## config.mk

```make
export PLATFORM = sky130hd
export DESIGN_NAME = freespeech_sequencer
export DESIGN_NICKNAME = d
export VERILOG_FILES = /design/src/rtl/freespeech_pkg.sv /design/src/rtl/freespeech_rate_div.sv /design/src/rtl/freespeech_sequencer.sv
export SDC_FILE = /design/constraint.sdc
export NUM_CORES = 1
export LEC_CHECK = 0
export ABC_CLOCK_PERIOD_IN_PS = 3850
export BUFFER_PORTS_ARGS = -buffer_cell sky130_fd_sc_hd__buf_2
export CAP_MARGIN = 20
export CORE_UTILIZATION = 30
export CTS_CLUSTER_SIZE = 14
export DETAILED_ROUTE_END_ITERATION = 8
export GPL_TIMING_DRIVEN = 0
export PLACE_DENSITY = 0.55
export SLEW_MARGIN = 20
export SYNTH_ARGS = -nofsm -noshare
export SYNTH_HDL_FRONTEND = slang
export SYNTH_SLANG_ARGS = --single-unit
export TNS_END_PERCENT = 30
```

## constraint.sdc

```tcl
create_clock -name clk -period 3.85 [get_ports clk]
set_input_delay 0.77 -clock clk [delete_from_list [all_inputs] [get_ports clk]]
set_output_delay 0.77 -clock clk [all_outputs]
set_load 0.01 [all_outputs]
```

## src/rtl/freespeech_pkg.sv

```systemverilog
// Shared types and default parameters for the freespeech message sequencer.
package freespeech_pkg;

  localparam int unsigned DEPTH_DEFAULT     = 8;
  localparam int unsigned RATE_BASE_DEFAULT = 10;
  localparam int unsigned RATE_W_DEFAULT    = 3;

  localparam int unsigned PTR_W = $clog2(DEPTH_DEFAULT);
  localparam int unsigned LEN_W = PTR_W + 1;

  typedef logic [PTR_W-1:0] ptr_t;
  typedef logic [LEN_W-1:0] len_t;
  typedef logic [3:0]       nibble_t;

  // Divider width needed to reach 2^(rate+rate_base)-1 for the largest rate.
  function automatic int unsigned div_width(int unsigned rate_base, int unsigned rate_w);
    return rate_base + (32'd1 << rate_w) - 32'd1;
  endfunction

endpackage

```

## src/rtl/freespeech_rate_div.sv

```systemverilog
// Step-period divider: raises tick on the last cycle of each 2^(rate+RATE_BASE) period.
module freespeech_rate_div
  import freespeech_pkg::*;
#(
  parameter int unsigned RATE_BASE = RATE_BASE_DEFAULT,
  parameter int unsigned RATE_W    = RATE_W_DEFAULT
) (
  input  logic              clk,
  input  logic              rst_n,
  input  logic              enable,
  input  logic [RATE_W-1:0] rate,
  input  logic              clear,
  output logic              tick
);

  localparam int unsigned DIV_W = div_width(RATE_BASE, RATE_W);
  localparam int unsigned LIM_W = DIV_W + 1;

  logic [DIV_W-1:0] div_q;
  logic [LIM_W-1:0] limit;

  // >= rather than == so a rate decrease mid-count still terminates promptly.
  always_comb begin
    limit = (LIM_W'(1) << (32'(rate) + RATE_BASE)) - LIM_W'(1);
    tick  = enable && ({1'b0, div_q} >= limit);
  end

  always_ff @(posedge clk or negedge rst_n) begin
    if (!rst_n) begin
      div_q <= '0;
    end else if (clear || !enable || tick) begin
      div_q <= '0;
    end else begin
      div_q <= div_q + DIV_W'(1);
    end
  end

endmodule

```

## src/rtl/freespeech_sequencer.sv

```systemverilog
// Nibble message store with periodic wrapping playback feeding a hex-to-7-segment decoder.
// Optional FREESPEECH_SEQ_BLANK_GAP_EN inserts one blank step period after the last character.
module freespeech_sequencer
  import freespeech_pkg::*;
#(
  parameter int unsigned DEPTH     = DEPTH_DEFAULT,
  parameter int unsigned RATE_BASE = RATE_BASE_DEFAULT,
  parameter int unsigned RATE_W    = RATE_W_DEFAULT
) (
  input  logic                   clk,
  input  logic                   rst_n,
  input  logic                   wr_en,
  input  logic [3:0]             wr_data,
  input  logic                   clear,
  input  logic                   run,
  input  logic [RATE_W-1:0]      rate,
  output logic [3:0]             hex,
  output logic                   valid,
  output logic                   step,
  output logic [$clog2(DEPTH):0] length,
  output logic                   full
);

  localparam int unsigned P_W = $clog2(DEPTH);
  localparam int unsigned L_W = P_W + 1;

  nibble_t        mem [DEPTH];
  logic [P_W-1:0] rd_ptr;
  logic [L_W-1:0] len_q;
  logic           step_q;
  logic           gap_c;
  logic           active_c;
  logic           last_c;
  logic           wr_ok_c;
  logic           tick;

`ifdef FREESPEECH_SEQ_BLANK_GAP_EN
  logic gap_q;
  assign gap_c = gap_q;
`else
  assign gap_c = 1'b0;
`endif

  always_comb begin
    active_c = run && (len_q != '0);
    last_c   = (L_W'(rd_ptr) == (len_q - L_W'(1)));
    full     = (len_q == L_W'(DEPTH));
    wr_ok_c  = wr_en && !clear && !full;
    valid    = active_c && !gap_c;
    length   = len_q;
    step     = step_q;
    hex      = ((len_q == '0) || gap_c) ? 4'h0 : mem[rd_ptr];
  end

  freespeech_rate_div #(
    .RATE_BASE (RATE_BASE),
    .RATE_W    (RATE_W)
  ) u_rate_div (
    .clk    (clk),
    .rst_n  (rst_n),
    .enable (active_c),
    .rate   (rate),
    .clear  (clear),
    .tick   (tick)
  );

  // Message storage carries no reset; entries beyond length are never shown.
  always_ff @(posedge clk) begin
    if (wr_ok_c) begin
      mem[len_q[P_W-1:0]] <= wr_data;
    end
  end

  always_ff @(posedge clk or negedge rst_n) begin
    if (!rst_n) begin
      len_q  <= '0;
      rd_ptr <= '0;
      step_q <= 1'b0;
    end else if (clear) begin
      len_q  <= '0;
      rd_ptr <= '0;
      step_q <= 1'b0;
    end else begin
      step_q <= tick;
      if (wr_ok_c) begin
        len_q <= len_q + L_W'(1);
      end
      if (tick) begin
        if (last_c || gap_c) begin
          rd_ptr <= '0;
        end else begin
          rd_ptr <= rd_ptr + P_W'(1);
        end
      end
    end
  end

`ifdef FREESPEECH_SEQ_BLANK_GAP_EN
  // Gap is entered from the last character and left after one full period.
  always_ff @(posedge clk or negedge rst_n) begin
    if (!rst_n) begin
      gap_q <= 1'b0;
    end else if (clear || !active_c) begin
      gap_q <= 1'b0;
    end else if (tick) begin
      gap_q <= !gap_q && last_c;
    end
  end
`endif

endmodule

```

**After elaboration in Yosys (flattened, before gate mapping)**

Memories as Yosys holds them, arrays and structs flattened.
Cells that the tools add are included.

- Equal/unequal tests: 2
- Reductions and logical operators: 13
- $mul: 0
- Mux-type cells: 10
- Bitwise logic cells: 0
- Divide/modulo/power cells: 0
- Shifts and indexed selects: 1
- Add/subtract/negate cells: 6
- Magnitude comparators: 1

Operator list:

| operator | count |
|---|---|
| left shift 1 x 32 -> 18 bit, first input constant | 1 |
| >= comparator 17 x 18 -> 1 bit | 1 |
| subtractor 18 x 2 -> 18 bit, second input constant | 1 |
| adder 17 x 1 -> 17 bit, second input constant | 1 |
| 2-to-1 mux 17 bit | 1 |
| 2-to-1 mux 4 bit | 3 |
| 2-to-1 mux 3 bit | 3 |
| adder 3 x 4 -> 5 bit, second input constant | 1 |
| adder 4 x 1 -> 4 bit, second input constant | 1 |
| equality test 3 x 4 -> 1 bit | 1 |
| equality test 4 bit, second input constant | 1 |
| logical AND 1 bit | 4 |
| zero test 4 bit | 1 |
| nonzero test 2 bit | 2 |
| nonzero test 4 bit | 1 |
| subtractor 4 x 1 -> 4 bit, second input constant | 1 |
| adder 3 x 1 -> 3 bit, second input constant | 1 |
| zero test 1 bit | 3 |
| 2-to-1 mux 1 bit | 3 |
| logical OR 1 bit | 2 |

- Memory bits (read-only): 0
- Flip-flop bits (word level): 25
- Logic and storage cells: 38
- Memories: 1
- RAM bits: 32
- Output and inout port bits: 11
- Input bits: 12
- Bits in latches: 0

Memory list:

| name | words | bits a word | read ports | clocked after Yosys merged registers in | write ports | line | source |
|---|---|---|---|---|---|---|---|
| mem | 8 | 4 | 1 | 0 | 1 | freespeech_sequencer.sv:27 | `nibble_t mem [DEPTH];` |

**Longest topological paths before layout**

Gate-level depths: netlist of the first run.

- Depth after elaboration: 7
- Depth in mapped cells: 14
- Gate-level depth less buffers: 12

**Cells and area by module**

From an unflattened synthesis of the first run, not the netlist that was laid out.

- Cells, all modules: 260
- Area total of the unflattened synthesis: 3265.6 um2

By module, submodules not included:

| module | area an instance (um2) | sequential area each (um2) | times used | cells each |
|---|---|---|---|---|
| freespeech_sequencer | 1801.7 | 1161.1 | 1 | 117 |
| freespeech_rate_div | 1463.9 | 425.4 | 1 | 143 |

**Worst setup path before layout of the first run**

Ideal clock, no wire load.

- Path type: input to register
- Start point: input rate[1]
- End point: register u_rate_div.div_q[11]
- Setup time: 68 ps
- Slack: 759 ps
- Stages on the path: 13
- Data required time: 3782 ps
- Path buffers: 2
- Arrival time: 3022 ps
- Path through: inv_1 > ha_1 > nand2b_2 > nor3_1 > xnor2_1 > ha_1 > nor2b_1 > o21ai_1 > o211ai_2 > or3_1 > buf_6 > buf_12 > nor2_4

- Longest elaborated chain between the ends: 7

RTL lines:

| element | line | source |
|---|---|---|
| start: declaration | freespeech_sequencer.sv:16 | `input logic [RATE_W-1:0] rate,` |
| adder 3 x 4 -> 5 bit | freespeech_rate_div.sv:24 | `limit = (LIM_W'(1) << (32'(rate) + RATE_BASE)) - LIM_W'(1);` |
| left shift 1 x 32 -> 18 bit | freespeech_rate_div.sv:24 |  |
| subtractor 18 x 2 -> 18 bit | freespeech_rate_div.sv:24 |  |
| >= comparator 17 x 18 -> 1 bit | freespeech_rate_div.sv:25 | `tick = enable && ({1'b0, div_q} >= limit);` |
| logical AND 1 bit | freespeech_rate_div.sv:25 |  |
| logical OR 1 bit | freespeech_rate_div.sv:31 | `end else if (clear \|\| !enable \|\| tick) begin` |
| 2-to-1 mux 17 bit | freespeech_rate_div.sv:31 |  |
| end signal: assignment | freespeech_rate_div.sv:34 | `div_q <= div_q + DIV_W'(1);` |
| end: declaration | freespeech_rate_div.sv:19 | `logic [DIV_W-1:0] div_q;` |

No other way between the ends.
A chain may end at the register's enable or synchronous reset.

**Final worst setup path of the first run**

- Start point: register len_q[0], in the netlist length[0]
- End point: output valid

- Longest elaborated chain between the ends: 2

RTL lines:

| element | line | source |
|---|---|---|
| start: declaration | freespeech_sequencer.sv:29 | `logic [L_W-1:0] len_q;` |
| start signal: assignment | freespeech_sequencer.sv:86 | `len_q <= len_q + L_W'(1);` |
| nonzero test 4 bit | freespeech_sequencer.sv:45 | `active_c = run && (len_q != '0);` |
| logical AND 1 bit | freespeech_sequencer.sv:45 |  |
| end: declaration | freespeech_sequencer.sv:18 | `output logic valid,` |

No other way between the ends.

==> qor.yml, run 1 <==
rsz0062_at_grt: "false"
setup-violations-final: 0
finClkSkew_ns: 0.0129
power_density_mw_per_mm2: 406
final_cell_mix: "nor2_1, edfxtp_1, dfrtp_1"
synth-seq-cells: 57
finalHoldViolations: 0
worst_slew_pin_slew_ns: 0.861
die_area_mm2: 0.0106
n_fill_cell: 994
clockBufferDepth: 2
grt_max_degree: 26
finalMaxSlewViolations: 0
port_buffers: 22
ios: 23
cts_tree: "built"
fin_crit_ns: 3.16
yosys_most_used_dff: "edfxtp_1"
finalSetupTns_ns: 0
cp_common_cell: "inv_1"
synthToLayoutAreaGrowth_pct: 17.4
wl_per_cell_um: 13.4
antenna_found_initial: 0
synthArstFlopShare_pct: 43.9
netlist_area_mm2: 0.00306
clk_pin_slew_ns: 0.07
rr_startpoint: "length[0]$_DFFE_PN0P_"
outcome: "completed"
num_antenna_cells: 0
nets: 320
design_power_total_mw: 1.46
startpoint_type: "register"
drt-vias-per-instance: 4.51
slowest_stage: "nor3b_1"
ir_drop_mv: 0.273
overflow: 0
endpoint_kind: "primary output"
synthCells: 253
dp_hpwl_um: 4160
drt-pass1-iter-count: 4
critical_path_arrival_ns: 2.39
cap_violations: 0
wl_um: 5710
clock_latency_ns: 0.34
coreArea_mm2: 0.00982
avgSynthCellArea_um2: 12.1
post_cts_buffers: 0
cts_hold_buf: 0
ys_seq_area_share_pct: 51.8
crit_path_cell_trace: "inv_1, ha_1, nor3b_1, nand2b_1, inv_1, buf_2"
num_vias: 1922
cts-buffers-inserted: 9
cts.sinks: 57
cts-root-buf: "clkbuf_8"
synth_edf_count: 32
synth_cell_types: 42
crit_path_start: "length[0]$_DFFE_PN0P_"
final_common_cell: "nor2_1"
period_share_pct: 82.2
cpPeakStageDelay_ns: 0.72
fmax_ghz: 0.316
cts_resized: 0
min_path_type: "input pin to asynchronous set/reset pin"
drive_gt1_share_pct: 22.2
grt_pass1_wl_um: 9450
track_usage_pct: 12.2
leakagePower_nw: 1.43
num_rows: 36
gp_congestion: 0.762
dr.first_iter.drc_count: 68
htree_levels: 3
cp.required_ns: 3.08
drc: 0
relSlewSlack_pct: 42.5
grt_pass1_vias: 1862
initial_core_util_pct: 31.2
ant_nets: 0
worstPathMaxFanout: 7
setup.worst_path.class: "register to primary output"
die_height_um: 103
fp.dieW_um: 103
yosys_warnings: 0
stage by stage:
step | hold slack (ns) | area, um2 | instances | util [%] | setup slack [ns]
finish | 0.427 | 3600 | 426 | 36.6 | 0.685
global route | 0.471 | 3600 | 426 | 36.6 | 0.472
CTS | 0.448 | 3600 | 426 | 36.6 | 0.625
detailed placement | 0.505 | 3350 | 410 | 34.1 | 0.362
global placement | 0.508 | 3350 | 410 | 34.1 | 0.395
floorplan | 0.474 | 3070 | 255 | - | 0.759
worst max-delay path: cells and delay by family, from the launching register on:
family	cells	cell delay, ns
AND/OR/NAND/NOR	2	0.98
flip-flops	1	0.46
buffers and inverters	3	0.41
adder cells (fa/ha/maj)	1	0.21
cell usage after synthesis, types with 2 or more instances:
cell type | n | share of area, %
o21ai_1 | 2 | 0.33
mux4_2 | 8 | 5.9
nor2b_1 | 3 | 0.61
xnor2_1 | 7 | 2.0
buf_2 | 2 | 0.33
nand2_1 | 19 | 2.3
o21ai_0 | 3 | 0.49
nand4_1 | 4 | 0.82
a21oi_1 | 5 | 0.82
a31oi_1 | 2 | 0.41
mux2i_1 | 9 | 2.9
nor2_2 | 2 | 0.41
a211oi_1 | 2 | 0.49
nand3b_1 | 2 | 0.49
ha_1 | 20 | 8.2
and4_1 | 2 | 0.57
nand2b_1 | 7 | 1.4
inv_1 | 10 | 1.2
nand3_1 | 8 | 1.3
nor2_4 | 8 | 2.9
xor2_1 | 15 | 4.3
and3_1 | 2 | 0.41
edfxtp_1 | 32 | 31
dfrtp_1 | 25 | 20
nor2_1 | 34 | 4.2
nor3_1 | 3 | 0.49
clkbuf_1 | 2 | 0.25
final timing paths:
path,end,slack [ns],cells past startpoint
min in group clk,u_rate_div.div_q[0]$_DFF_PN0_,0.51,1
max reg2reg,u_rate_div.div_q[13]$_DFF_PN0_,1.44,8
max in group asynchronous,rd_ptr[0]$_DFFE_PN0P_,3.03,1
max,valid,0.69,6
min reg2reg,u_rate_div.div_q[0]$_DFF_PN0_,0.51,1
min,u_rate_div.div_q[2]$_DFF_PN0_,0.43,1
registers in the layout, indices dropped and copies added, names as in the netlist:
name,flops
mem,32
length,4
step,1
rd_ptr,3
u_rate_div.div_q,17
per-layer routing:
metal  wire length, um  GRT usage [%]  share of wire (%)  up-vias
li1                  -              -                  -      963
met1              2760           15.9                 48      922
met2              2680           19.4                 47       29
met3               183           3.32                3.2        8
met4                89           4.66                1.6        0
met5                 0              0                  0        -
report_power, final:
part	total [mW]	internal [mW]	switching [mW]
Clock	0.691	0.436	0.255
Combinational	0.110	0.0418	0.0678
Sequential	0.660	0.654	0.00618
Total	1.46	1.13	0.329
kinds of logic (layout without fill, tap and decap cells):
| family | Yosys count | count (layout) | synth area share [%] |
|---|---|---|---|
| simple gates | 99 | 99 | 17.3 |
| mux | 17 | 17 | 8.82 |
| xor+xnor | 22 | 22 | 6.29 |
| buf+inv | 17 | 55 | 2.94 |
| other cells | 1 | 3 | 0.122 |
| flops | 57 | 57 | 51.8 |
| compound gates | 20 | 20 | 4.57 |
| fa+ha+maj | 20 | 20 | 8.17 |
area by class of cell:
cell class / instances / area [um2] / area share [%]
clock inverters: 7 / 125 / 3.48
inverters: 10 / 37.5 / 1.04
repair buffers: 22 / 110 / 3.06
multi-input cells: 181 / 1390 / 38.8
plain buffers: 7 / 52.6 / 1.46
well taps: 133 / 166 / 4.63
flip-flops and latches: 57 / 1590 / 44.1
clock buffers: 9 / 124 / 3.44
Note: power is estimated with default switching activity, not from simulation.
==> run 2, diff against run 1 <==
- ABC_CLOCK_PERIOD_IN_PS: 3850 -> 2500
- PLACE_DENSITY: 0.55 -> 0.56
- clock period: 3.85 -> 2.5 ns (I/O delays scaled with it)
==> run 2 against run 1 <==
The flow now finishes with violations (setup timing). Total power up 58%. Worst setup slack worse by 0.70 ns. Global-route usage up 0.83 points. Combinational power up 93%. Wire length up 6.8%. Clock power up 56%. Non-clock buffer count up 7. Sequential power up 55%. Flip-flop and latch count unchanged. Critical endpoint is now u_rate_div.div_q[0]$_DFF_PN0_. Hold slack worse by 0.28 ns. Highest routed layer unchanged. Sequential share of layout area down 2.8 points. Core utilization up 2.5 points.
==> qor.yml, run 2 (same netlist as run 1, synthesis figures left out) <==
p_sw_share_pct: 23.2
grt_pass1_vias: 2017
cts_tree: "built"
seq_area_mm2: 0.00159
setup-violations-final: 8
grt_pass1_wl_um: 10100
ios: 23
seqPwrFrac_pct: 44.0
num_vias: 1979
leakagePower_nw: 1.53
wl_per_cell_um: 14.1
clk_pin_slew_ns: 0.08
violations: "setup timing"
final_common_cell: "edfxtp_1"
crit_path_start: "rate[1]"
cts-buffers-inserted: 9
grt_max_degree: 26
die_height_um: 103
dp_hpwl_um: 4320
clockPowerShare_pct: 46.8
place_ws_ns: -0.551
placed_area_mm2: 0.00337
dp_cells: 410
drt-vias-per-instance: 4.57
coreArea_mm2: 0.00982
switchingPower_mw: 0.535
endpoint_kind: "register"
n_fill_cell: 988
setup.worst_path.class: "input pin to register"
relSlewSlack_pct: 60.8
fmax_ghz: 0.397
internal_power_mw: 1.77
hold_ws_ns: 0.148
largest_register_ffs: 32
drt-pass1-iter-count: 4
met2_length_um: 3120
finalMaxSlewViolations: 0
comb_power_share_pct: 9.2
met1_length_um: 2750
stdcell_count: 433
met3_length_um: 182
finClkSkew_ns: 0.0118
period_share_pct: 101
crit_path_cell_trace: "buf_12, inv_8, ha_4, nand2b_4, nor3_4, xnor2_2, ha_1, nor2b_4, o21ai_2, o211ai_2, or3_4, clkbuf_16, nor2_4"
antenna_found_initial: 0
worstPathMaxFanout: 6
dr.first_iter.drc_count: 54
ir_drop_mv: 0.478
overflow: 0
min_path_type: "input pin to asynchronous set/reset pin"
cts_hold_buf: 0
track_usage_pct: 13.0
rr_startpoint: "length[0]$_DFFE_PN0P_"
worst_slew_pin_slew_ns: 0.586
final_cell_mix: "edfxtp_1, nor2_1, dfrtp_1"
num_antenna_cells: 0
outcome: "finished, violations left"
slowest_stage: "or3_4"
wl_um: 6100
initial_core_util_pct: 31.2
gp_congestion: 0.724
port_buffers: 22
synthToLayoutAreaGrowth_pct: 25.5
worst_slack_ns: -0.0185
die_area_mm2: 0.0106
num_rows: 36
top_layer: "met4"
fin_area_mm2: 0.00384
finalSetupTns_ns: -0.0756
finish.utilization_pct: 39.1
nets: 327
clockBufferDepth: 2
fp.dieW_um: 103
cts.sinks: 57
power_density_mw_per_mm2: 601
design_power_total_mw: 2.31
drive_gt1_share_pct: 31.7
cap_violations: 0
clock_latency_ns: 0.34
fin_crit_ns: 2.52
startpoint_type: "input pin"
multi_input_area_mm2: 0.00152
ant_nets: 0
rsz0062_at_grt: "true"
cp.required_ns: 2.76
finalHoldViolations: 0
cpPeakStageDelay_ns: 0.44
drc: 0
critical_path_arrival_ns: 2.78
htree_levels: 3
cts-root-buf: "clkbuf_8"
## run 2: final timing paths
check | endpoint | slack, ns | depth (start not counted)
setup / recovery | u_rate_div.div_q[0]$_DFF_PN0_ | -0.02 | 13
hold / removal | u_rate_div.div_q[8]$_DFF_PN0_ | 0.15 | 1
setup reg to reg | mem[7][2]$_DFFE_PP_ | 0.21 | 7
hold reg to reg | u_rate_div.div_q[0]$_DFF_PN0_ | 0.53 | 1
max in group asynchronous | rd_ptr[0]$_DFFE_PN0P_ | 1.93 | 1
min in group clk | mem[3][1]$_DFFE_PP_ | 0.43 | 1
## run 2: power groups by stage
stage | combinational (mW) | clock (mW) | sequential [mW]
after floorplan | 0.112 | 0 | 1.03
after global placement | 0.175 | 0 | 1.03
after detailed placement | 0.177 | 0 | 1.04
after CTS | 0.193 | 1.11 | 1.02
after global routing | 0.237 | 1.15 | 1.02
final | 0.212 | 1.08 | 1.02
## run 2: routing by layer
| layer | global-route usage [%] | up-vias |
|---|---|---|
| met5 | 0 | - |
| met4 | 4.33 | 0 |
| met3 | 3.93 | 5 |
| met2 | 22.0 | 28 |
| met1 | 15.9 | 975 |
| li1 | - | 971 |
## run 2: worst max-delay path, delay by kind of cell
| family | cells | cell delay [ns] |
|---|---|---|
| simple gates | 5 | 1.02 |
| fa+ha+maj | 2 | 0.47 |
| buf+inv | 3 | 0.36 |
| compound gates | 2 | 0.29 |
| xor+xnor | 1 | 0.13 |
## run 2: timing repair
item	CTS	global route
setup endpoints to repair	22	23
pin swaps	3	15
gates resized for setup	11	31
buffers inserted	3	4
cloned	0	1
## run 2: layout make-up
cell class	instances	share of cell area (%)
clock inverter	7	3.26
tap	133	4.33
multi-input combinational	181	39.5
buffer	6	1.27
inverter	10	1.30
timing repair buffer	30	5.86
clock buffer	9	3.22
sequential	57	41.3
==> run 3, diff against run 2 <==
- CORE_UTILIZATION: 30 -> 35
- PLACE_DENSITY: 0.56 -> 0.62
==> run 3 against run 2 <==
Clock-buffer cell count unchanged. Critical path type unchanged. Final cell count down 6.2%. The run now ends clean. Total power down 5.2%. Largest cell class unchanged. First-iteration DRC count up 20%. Sequential share of layout area up 0.79 points.
==> qor.yml, run 3 (same netlist as run 1, synthesis figures left out) <==
grt_pass1_wl_um: 9170
startpoint_type: "input pin"
setup.worst_path.class: "input pin to register"
num_antenna_cells: 0
power_density_mw_per_mm2: 581
ir_drop_mv: 0.431
htree_levels: 3
finalMaxSlewViolations: 0
relSlewSlack_pct: 61.8
fmax_ghz: 0.404
dr.first_iter.drc_count: 65
synthToLayoutAreaGrowth_pct: 23.0
cpPeakStageDelay_ns: 0.34
cts-buffers-inserted: 9
design_power_total_mw: 2.19
cts.sinks: 57
drt-vias-per-instance: 4.87
endpoint_kind: "register"
hold_ws_ns: 0.156
worst_slew_pin_slew_ns: 0.572
drc: 0
finalSetupTns_ns: 0
nets: 328
gp_congestion: 0.735
slowest_stage: "or3_1"
num_vias: 1979
die_area_mm2: 0.00913
wl_per_cell_um: 14.0
grtUsageMet1_pct: 17.3
n_fill_cell: 784
grtUsageMet2_pct: 22.3
port_buffers: 22
wl_um: 5680
period_share_pct: 99.1
finalHoldViolations: 0
outcome: "completed"
seq_area_mm2: 0.00159
cts_hold_buf: 0
cts-root-buf: "clkbuf_8"
setup-violations-final: 0
antenna_found_initial: 0
rsz0062_at_grt: "true"
ant_nets: 0
ios: 23
dp_hpwl_um: 4000
fp.dieW_um: 95.6
initial_core_util_pct: 36.7
clk_pin_slew_ns: 0.07
multi_input_area_mm2: 0.00150
finClkSkew_ns: 0.00850
overflow: 0
final_common_cell: "edfxtp_1"
num_rows: 33
top_usage_layer: "met2"
grt_pass1_vias: 1968
cts_tree: "built"
cp.required_ns: 2.77
worstPathMaxFanout: 6
leakagePower_nw: 1.51
track_usage_pct: 13.8
final_cell_mix: "edfxtp_1, nor2_1, dfrtp_1"
met3_usage_pct: 3.11
clock_latency_ns: 0.34
min_path_type: "input pin to asynchronous set/reset pin"
crit_path_cell_trace: "buf_12, inv_8, ha_4, nand2b_4, nor3_4, xnor2_1, ha_1, nor2b_4, o21ai_2, o211ai_2, or3_1, buf_6, clkbuf_16, nor2_4"
largest_register_ffs: 32
drive_gt1_share_pct: 31.2
grt_max_degree: 26
fin_crit_ns: 2.48
drt-pass1-iter-count: 4
die_height_um: 95.6
clockBufferDepth: 2
cap_violations: 0
coreArea_mm2: 0.00834
critical_path_arrival_ns: 2.75
==> run 3: metal layers <==
metal	wire (um)	up-vias
met5	0	-
met1	2670	959
met3	168	7
met2	2760	32
met4	80	0
li1	-	981
==> run 3: where the power goes <==
group / total [mW] / internal [mW] / switching [mW]
combinational: 0.208 / 0.0928 / 0.115
sequential: 1.02 / 1.01 / 0.00923
clock: 0.967 / 0.569 / 0.398
==> run 3: final timing paths <==
path                                                    start                              to  slack (ns)  cells past startpoint
worst min-delay path                                    rst_n   u_rate_div.div_q[2]$_DFF_PN0_        0.16                      1
worst max-delay path                                  rate[1]  u_rate_div.div_q[14]$_DFF_PN0_        0.02                     14
worst max register to register          length[0]$_DFFE_PN0P_             mem[7][3]$_DFFE_PP_        0.37                      7
min in group clk                                   wr_data[0]             mem[3][0]$_DFFE_PP_        0.43                      1
worst min register to register  u_rate_div.div_q[0]$_DFF_PN0_   u_rate_div.div_q[0]$_DFF_PN0_        0.54                      1
max in group asynchronous                               rst_n  u_rate_div.div_q[14]$_DFF_PN0_        1.96                      1
==> run 3: worst max-delay path, delay by kind of cell <==
family	cells	cell delay, ns
AND/OR/NAND/NOR	5	0.84
adder cells (fa/ha/maj)	2	0.52
buffers and inverters	4	0.46
AO/OA/AOI/OAI	2	0.27
XOR/XNOR	1	0.16
==> run 3: stage by stage <==
stage          area, um2  worst slack [ns]  instances  util, %
2_1_floorplan       3090            -0.174        255        -
3_3_place_gp        3330            -0.531        382     40.0
3_5_place_dp        3330            -0.590        382     40.0
4_1_cts             3630          -0.00350        402     43.5
5_1_grt             3770           -0.0513        406     45.2
6_report            3770            0.0218        406     45.2
==> run 3: repair_timing <==
item,4_1_cts,5_1_grt
buffers inserted,4,3
pin swaps,4,5
cloned,0,1
setup endpoints to repair,22,22
gates resized for setup,10,27
==> run 3: final cells by class <==
class	instances	area share (%)
plain buffers	7	1.59
clock buffers	9	3.29
clock inverters	7	2.72
inverters	10	1.26
multi-input cells	181	39.7
flip-flops and latches	57	42.1
well taps	105	3.49
repair buffers	30	5.88
